## config.mk

```make
export PLATFORM = sky130hd
export DESIGN_NAME = fft_32_frame_ctrl
export DESIGN_NICKNAME = d
export VERILOG_FILES = /design/src/rtl/fft_32_frame_ctrl.sv
export SDC_FILE = /design/constraint.sdc
export NUM_CORES = 2
export LEC_CHECK = 0
export CELL_PAD_IN_SITES_DETAIL_PLACEMENT = 0
export CELL_PAD_IN_SITES_GLOBAL_PLACEMENT = 1
export CORE_AREA = 4 4 411 413
export DETAILED_ROUTE_END_ITERATION = 10
export DIE_AREA = 0 0 415 417
export HOLD_SLACK_MARGIN = 0.08
export PLACE_DENSITY = 0.73
export SLEW_MARGIN = 20
export SYNTH_ARGS = -nofsm -noshare
export SYNTH_HDL_FRONTEND = slang
export SYNTH_SLANG_ARGS = --single-unit
```

## constraint.sdc

```tcl
create_clock -name clk -period 3.1 [get_ports clk]
set_clock_uncertainty 0.1 [all_clocks]
set_input_delay 0.31 -clock clk [delete_from_list [all_inputs] [get_ports clk]]
set_output_delay 0.31 -clock clk [all_outputs]
set_load 0.01 [all_outputs]
```

## src/rtl/fft_32_frame_ctrl.sv

```systemverilog
// Frame controller for an FFT_32 core: gathers 32 streamed samples, waits out the core latency,
// then streams the 32 bins. Optional macro FFT32_CTRL_FRAME_CNT_EN adds a 16-bit frame counter output.
module fft_32_frame_ctrl #(
  parameter int CORE_LATENCY = 1
) (
  input  logic         clk,
  input  logic         rst_n,
  input  logic         s_valid,
  output logic         s_ready,
  input  logic [7:0]   s_real,
  input  logic [7:0]   s_imag,
  output logic [255:0] core_xn_real,
  output logic [255:0] core_xn_imag,
  input  logic [255:0] core_xk_real,
  input  logic [255:0] core_xk_imag,
  output logic         m_valid,
  input  logic         m_ready,
  output logic [7:0]   m_real,
  output logic [7:0]   m_imag,
  output logic [4:0]   m_index,
  output logic         m_last,
  output logic         busy
`ifdef FFT32_CTRL_FRAME_CNT_EN
  ,
  output logic [15:0]  frame_cnt
`endif
);

  typedef enum logic [1:0] {
    ST_LOAD   = 2'd0,
    ST_WAIT   = 2'd1,
    ST_UNLOAD = 2'd2
  } state_t;

  state_t       state_r;
  state_t       state_nx_s;
  logic [4:0]   in_idx_r;
  logic [4:0]   out_idx_r;
  logic [3:0]   wait_cnt_r;
  logic [255:0] in_re_r;
  logic [255:0] in_im_r;
  logic [255:0] out_re_r;
  logic [255:0] out_im_r;

  logic         s_ready_s;
  logic         m_valid_s;
  logic         busy_s;
  logic [7:0]   m_real_s;
  logic [7:0]   m_imag_s;
  logic [4:0]   m_index_s;
  logic         m_last_s;
  logic [255:0] xn_re_s;
  logic [255:0] xn_im_s;
  logic         s_acc_s;
  logic         m_acc_s;
  logic         last_in_s;
  logic         last_out_s;

  assign s_acc_s    = s_valid & s_ready_s;
  assign m_acc_s    = m_valid_s & m_ready;
  assign last_in_s  = s_acc_s & (in_idx_r == 5'd31);
  assign last_out_s = m_acc_s & (out_idx_r == 5'd31);

  // State register
  always_ff @(posedge clk) begin
    if (!rst_n) begin
      state_r <= ST_LOAD;
    end else begin
      state_r <= state_nx_s;
    end
  end

  // Next-state decode
  always_comb begin
    state_nx_s = state_r;
    case (state_r)
      ST_LOAD: begin
        if (last_in_s) state_nx_s = ST_WAIT;
        else           state_nx_s = ST_LOAD;
      end
      ST_WAIT: begin
        if (wait_cnt_r == 4'd0) state_nx_s = ST_UNLOAD;
        else                    state_nx_s = ST_WAIT;
      end
      ST_UNLOAD: begin
        if (last_out_s) state_nx_s = ST_LOAD;
        else            state_nx_s = ST_UNLOAD;
      end
      default: state_nx_s = ST_LOAD;
    endcase
  end

  // Output decode; everything is forced low while reset is asserted, even before the reset edge
  always_comb begin
    s_ready_s = 1'b0;
    m_valid_s = 1'b0;
    busy_s    = 1'b0;
    m_real_s  = 8'd0;
    m_imag_s  = 8'd0;
    m_index_s = 5'd0;
    m_last_s  = 1'b0;
    xn_re_s   = 256'd0;
    xn_im_s   = 256'd0;
    if (rst_n) begin
      xn_re_s = in_re_r;
      xn_im_s = in_im_r;
      case (state_r)
        ST_LOAD: s_ready_s = 1'b1;
        ST_WAIT: busy_s = 1'b1;
        ST_UNLOAD: begin
          busy_s    = 1'b1;
          m_valid_s = 1'b1;
          m_real_s  = out_re_r[{out_idx_r, 3'b000} +: 8];
          m_imag_s  = out_im_r[{out_idx_r, 3'b000} +: 8];
          m_index_s = out_idx_r;
          m_last_s  = (out_idx_r == 5'd31);
        end
        default: s_ready_s = 1'b0;
      endcase
    end else begin
      s_ready_s = 1'b0;
    end
  end

  // Sample buffer, core capture and index/latency counters
  always_ff @(posedge clk) begin
    if (!rst_n) begin
      in_idx_r   <= 5'd0;
      out_idx_r  <= 5'd0;
      wait_cnt_r <= 4'd0;
      in_re_r    <= 256'd0;
      in_im_r    <= 256'd0;
      out_re_r   <= 256'd0;
      out_im_r   <= 256'd0;
    end else begin
      if (s_acc_s) begin
        in_re_r[{in_idx_r, 3'b000} +: 8] <= s_real;
        in_im_r[{in_idx_r, 3'b000} +: 8] <= s_imag;
        in_idx_r <= in_idx_r + 5'd1;
      end
      if (state_r == ST_WAIT) begin
        if (wait_cnt_r == 4'd0) begin
          out_re_r <= core_xk_real;
          out_im_r <= core_xk_imag;
        end else begin
          wait_cnt_r <= wait_cnt_r - 4'd1;
        end
      end else if (last_in_s) begin
        wait_cnt_r <= 4'(CORE_LATENCY);
      end
      // 5-bit index wraps 31 -> 0 on the final bin
      if (m_acc_s) begin
        out_idx_r <= out_idx_r + 5'd1;
      end
    end
  end

`ifdef FFT32_CTRL_FRAME_CNT_EN
  logic [15:0] frame_cnt_r;

  // Completed-frame counter, wraps naturally at 16 bits
  always_ff @(posedge clk) begin
    if (!rst_n) begin
      frame_cnt_r <= 16'd0;
    end else if (last_out_s) begin
      frame_cnt_r <= frame_cnt_r + 16'd1;
    end
  end

  assign frame_cnt = frame_cnt_r;
`endif

  assign s_ready      = s_ready_s;
  assign m_valid      = m_valid_s;
  assign busy         = busy_s;
  assign m_real       = m_real_s;
  assign m_imag       = m_imag_s;
  assign m_index      = m_index_s;
  assign m_last       = m_last_s;
  assign core_xn_real = xn_re_s;
  assign core_xn_imag = xn_im_s;

endmodule

```

After elaboration in Yosys (flattened, before gate mapping)
Cells that the tools add are included.

Add/sub/neg operators: 4. Equal/unequal tests: 5. Shifts and indexed selects: 5. Mux-type cells: 25. Bitwise operators: 4. Reductions and logical operators: 6.

Operators by type and width (number): 256-bit bitwise mux (2); 256-bit 2-to-1 mux (2); 256-bit by 9-bit variable part select with 8-bit output (2); 8-bit by 10-bit variable part select with 256-bit output (2); 8-bit by 10-bit variable shift with 256-bit output (first input constant) (1); 8-bit 2-to-1 mux (4); 4-bit 2-to-1 mux (3); 5-bit by 1-bit adder with 5-bit output (second input constant) (2); 5-bit equality test (second input constant) (2); 5-bit 2-to-1 mux (2); 8-bit negation with 10-bit output (1); 1-bit 2-to-1 mux (9); 2-bit one-hot mux with 3 select lines (1); 1-bit bitwise AND (4); 4-bit logical NOT (1); 2-bit 2-to-1 mux (2); 2-bit AND reduction (2); 4-bit by 1-bit subtractor with 4-bit output (second input constant) (1); 2-bit by 1-bit equality test with 1-bit output (second input constant) (1); 2-bit equality test (second input constant) (1); 2-bit logical NOT (1); 2-bit inequality test (second input constant) (1); 2-bit nonzero test (1); 2-bit OR reduction (1).

Bits in registers: 1040. Input port bits: 532. Output and inout port bits: 537.

Logic depth before layout (Yosys ltp)
Word-level depth: 7. Gate-level depth with buffers: 12.

Least setup slack after synthesis
OpenSTA, ideal clock, no wires.

Path type: register to register. Start point: reg in_idx_r[0]. End point: reg in_im_r[71]. Library setup time: 121 ps. Arrival: 2373 ps. Required time: 2879 ps. Setup slack: 506 ps. Stages on the path, launching flop included: 12. Buffers on the path: 4. Cells stage by stage: dfxtp_1 buf_2 inv_1 ha_1 and2b_1 a21o_1 a21oi_2 buf_6 or3_1 buf_6 buf_6 mux2_4.

Cells in the longest elaborated chain, start to end: 3.

Ends and longest elaborated chain: start: declaration (line 37) `logic [4:0] in_idx_r;`; start signal: assignment (line 139) `in_idx_r <= in_idx_r + 5'd1;`; 8-bit negation with 10-bit output * (line 138) `in_im_r[{in_idx_r, 3'b000} +: 8] <= s_imag;`; 8-bit by 10-bit variable part select with 256-bit output / 8-bit by 10-bit variable shift with 256-bit output (equally long branches) (line 138); 256-bit bitwise mux * (line 138); end signal: indexed assignment (line 138); end: declaration (line 41) `logic [255:0] in_im_r;`.

Every way passes the cells marked *; elsewhere a longest branch is shown, timed or not. A chain may end at the register's enable or synchronous reset.

Worst setup path after layout
Start point: reg out_idx_r[2]. End point: out m_real[6].

Cells in the longest elaborated chain, start to end: 3.

Ends and longest elaborated chain: start: declaration (line 38) `logic [4:0] out_idx_r;`; start signal: assignment (line 153) `out_idx_r <= out_idx_r + 5'd1;`; 256-bit by 9-bit variable part select with 8-bit output (line 113) `m_real_s = out_re_r[{out_idx_r, 3'b000} +: 8];`; 8-bit 2-to-1 mux (line 107) `case (state_r)`; 8-bit 2-to-1 mux (line 104) `if (rst_n) begin`; end: declaration (line 18) `output logic [7:0] m_real,`.

No other way between the ends.

==> reports/results.ini <==
[timing]
drv_slew = 0
setup_ws_ns = -0.0602
timing.setup.tns_ns = -0.162
rsz0062_at_grt = true
period_needed_ns = 3.16
max_freq_ghz = 0.316
slew_headroom_pct = 21.4
tightest_slew_ns = 1.18
setup_viol = 6
hold_viol = 0
fin_crit_sh_pct = 102
hold_slack_ns = 0.132

[detailed_routing]
post_drt_wl_per_cell_microns = 25.3
routed_wl_microns = 221000
drtPass1Iterations = 6
vias = 42800
drt_iter0_markers = 3786
viasPerCell = 4.91
ant_nets = 0
drc = 0

[pwr]
p_int_mw = 22.6
power_mw = 29.6
p_clk_share_pct = 47.1
power_frac_seq_pct = 45.2
p_per_area_nw_per_um2 = 441
p_switching_mw = 7.06
pwr-share-comb_pct = 7.6
p_leak_nw = 23.3
switching_share_pct = 23.8
irDropWorstVdd_mv = 0.460

[setup_path]
critPathRequiredTime_ns = 2.69
startpoint_type = flip-flop
reg2reg_setup_slack_ns = 0.24
crit_path_end_kind = output pin
crit_type = flip-flop to output pin
critPathArrivalTime_ns = 2.75
cp_max_fo = 7

[logic_synthesis]
syn-num-nets = 5769
ys_seq_area_share_pct = 45.9
synth_area_sq_um = 45400
syn_avg_cell_area_sq_um = 8.68
synth_warnings = 0
yosys.area.top_type = dfxtp_1
ys_seq_elements = 1040
synth_top_area_share_pct = 45.9
synth_area_leaders = dfxtp_1, nand2_1, a21boi_0, and2_1, o31ai_1
synth.distinct_cells = 53
netlist_instances = 5224

[final_layout]
regArea_sq_um = 20800
layout_commonest_cell = nand2_1
design_area_sq_um = 67100
drive_above_1_share_pct = 10.6
multi_input_area_sq_um = 23200
layout.nets = 6972
syn_to_final_growth_pct = 48.0
instances_no_fill = 8715
fill_cells = 16400
layout_common_cells = nand2_1, dfxtp_1, clkdlybuf4s50_1

[clock_tree]
ctsLongestPathBuffers = 3
cts_tree = done
cts-buffers-inserted = 115
clk_pin_slew_ns = 0.06
cts_sinks = 1040
h-tree-depth = 3
clk_latency_ns = 0.72
cts-root-buf = clkbuf_16

[global_route]
track_usage_pct = 24.3
grt_pass1_vias = 41700
grt_pass1_wl_microns = 308000
antenna_found_initial = 26
grt-ovfl-total = 0
grt_max_degree = 268

[run_status]
violations = negative setup slack
outcome = finished with violations

[placement]
placed_cells = 8143
place_area_sq_um = 58500
dp_hpwl_microns = 167000
io_buffers = 1068
place.gp.congestion = 0.940

[die]
start_util_pct = 27.5
die_y_microns = 417
die_x_microns = 415
io_pins = 1069
dieArea_sq_um = 173000
coreArea_sq_um = 165000
rows = 149

[job]
max-cap-violations = 0

[worst_hold_path]
hold_path_class = primary input to flip-flop

==> cells in the mapped netlist, drive strengths merged <==
library cell     n
nand2         1191
nor3            23
mux2i          146
and2b            1
or3              3
and3            12
o22ai           17
a22oi           33
nand2b           3
or3b             2
a211oi          16
mux2            83
o221ai          16
nand4            2
o31ai          391
nand3b           2
dfxtp         1040
a21boi         515
nor3b            2
and2           489
xor2             4
inv             41
o21a             1
o211ai          15
buf            120
mux4            49
nand3           17
nor2b           21
or2              4
nor4             2
a21o             2
nor2            18
o21ai          478
clkbuf         387
ha              13
a22o            16
o41ai            4
xnor2            6
a21oi           39
==> stage by stage <==
step	util, %	setup slack, ns
finish	40.7	-0.0602
global route	40.7	-0.184
CTS	40.6	-0.150
detailed placement	35.5	-0.149
global placement	35.5	-0.151
floorplan	-	0.506
==> final cells by class <==
type,instances,area share (%)
multi-input cells,3636,34.5
inverters,41,0.229
diodes,12,0.0447
clock inverters,31,0.598
clock buffers,173,5.12
well taps,2189,4.08
flip-flops and latches,1040,31.0
repair buffers,1593,24.4
==> power by group through the flow <==
stage	logic (mW)	registers, mW	clock network (mW)
after floorplan	0.717	13.7	0
after global placement	1.90	13.7	0
after detailed placement	1.90	13.7	0
after CTS	2.25	13.4	14.3
after global routing	2.38	13.4	14.8
final	2.26	13.4	14.0
==> state kept, by name (all words and copies together) (netlist names) <==
| register | flops |
|---|---|
| in_re_r | 256 |
| in_im_r | 256 |
| out_re_r | 256 |
| in_idx_r | 5 |
| state_r | 2 |
| out_im_r | 256 |
| wait_cnt_r | 4 |
| out_idx_r | 5 |
==> final timing paths <==
path / to / cells after the start / start
min reg2reg: out_re_r[231]$_SDFFE_PN0P_ / 2 / out_re_r[231]$_SDFFE_PN0P_
min: out_re_r[161]$_SDFFE_PN0P_ / 3 / core_xk_real[161]
max: m_real[6] / 9 / out_idx_r[2]$_SDFFE_PN0P_
max reg2reg: in_im_r[89]$_SDFFE_PN0P_ / 8 / in_idx_r[0]$_SDFFE_PN0P_
==> cells by family after synthesis <==
family | count (synthesis) | synth area share, %
buf+inv | 548 | 4.91
mux | 278 | 7.83
fa+ha+maj | 13 | 0.359
xor+xnor | 10 | 0.210
flops | 1040 | 45.9
compound gates | 1543 | 22.8
simple gates | 1792 | 18.0
==> worst max-delay path, stage by stage (launching register included) <==
cell and delay, ns:
dfxtp_4 0.36, buf_12 0.15, buf_16 0.14, buf_12 0.14, mux2i_4 0.19, a22oi_2 0.30, a21oi_4 0.14, nor4_4 0.30
buf_4 0.16, buf_12 0.11
==> metal layers <==
| layer | global-route usage (%) | vias to the layer above | part of all wire (%) |
|---|---|---|---|
| li1 | - | 20500 | - |
| met1 | 27.0 | 20500 | 38 |
| met2 | 42.9 | 1391 | 50 |
| met3 | 4.10 | 403 | 5.3 |
| met4 | 15.2 | 8 | 7.1 |
| met5 | 0 | - | 0.025 |
==> timing repair <==
action,CTS,global route
setup endpoints to repair,17,18
setup buffers,27,9
hold buffers,316,0
cloned,13,3
resized for setup,233,50
endpoints found under the hold margin,328,0
pin swaps,51,32
Note: power is estimated with default switching activity, not from simulation.
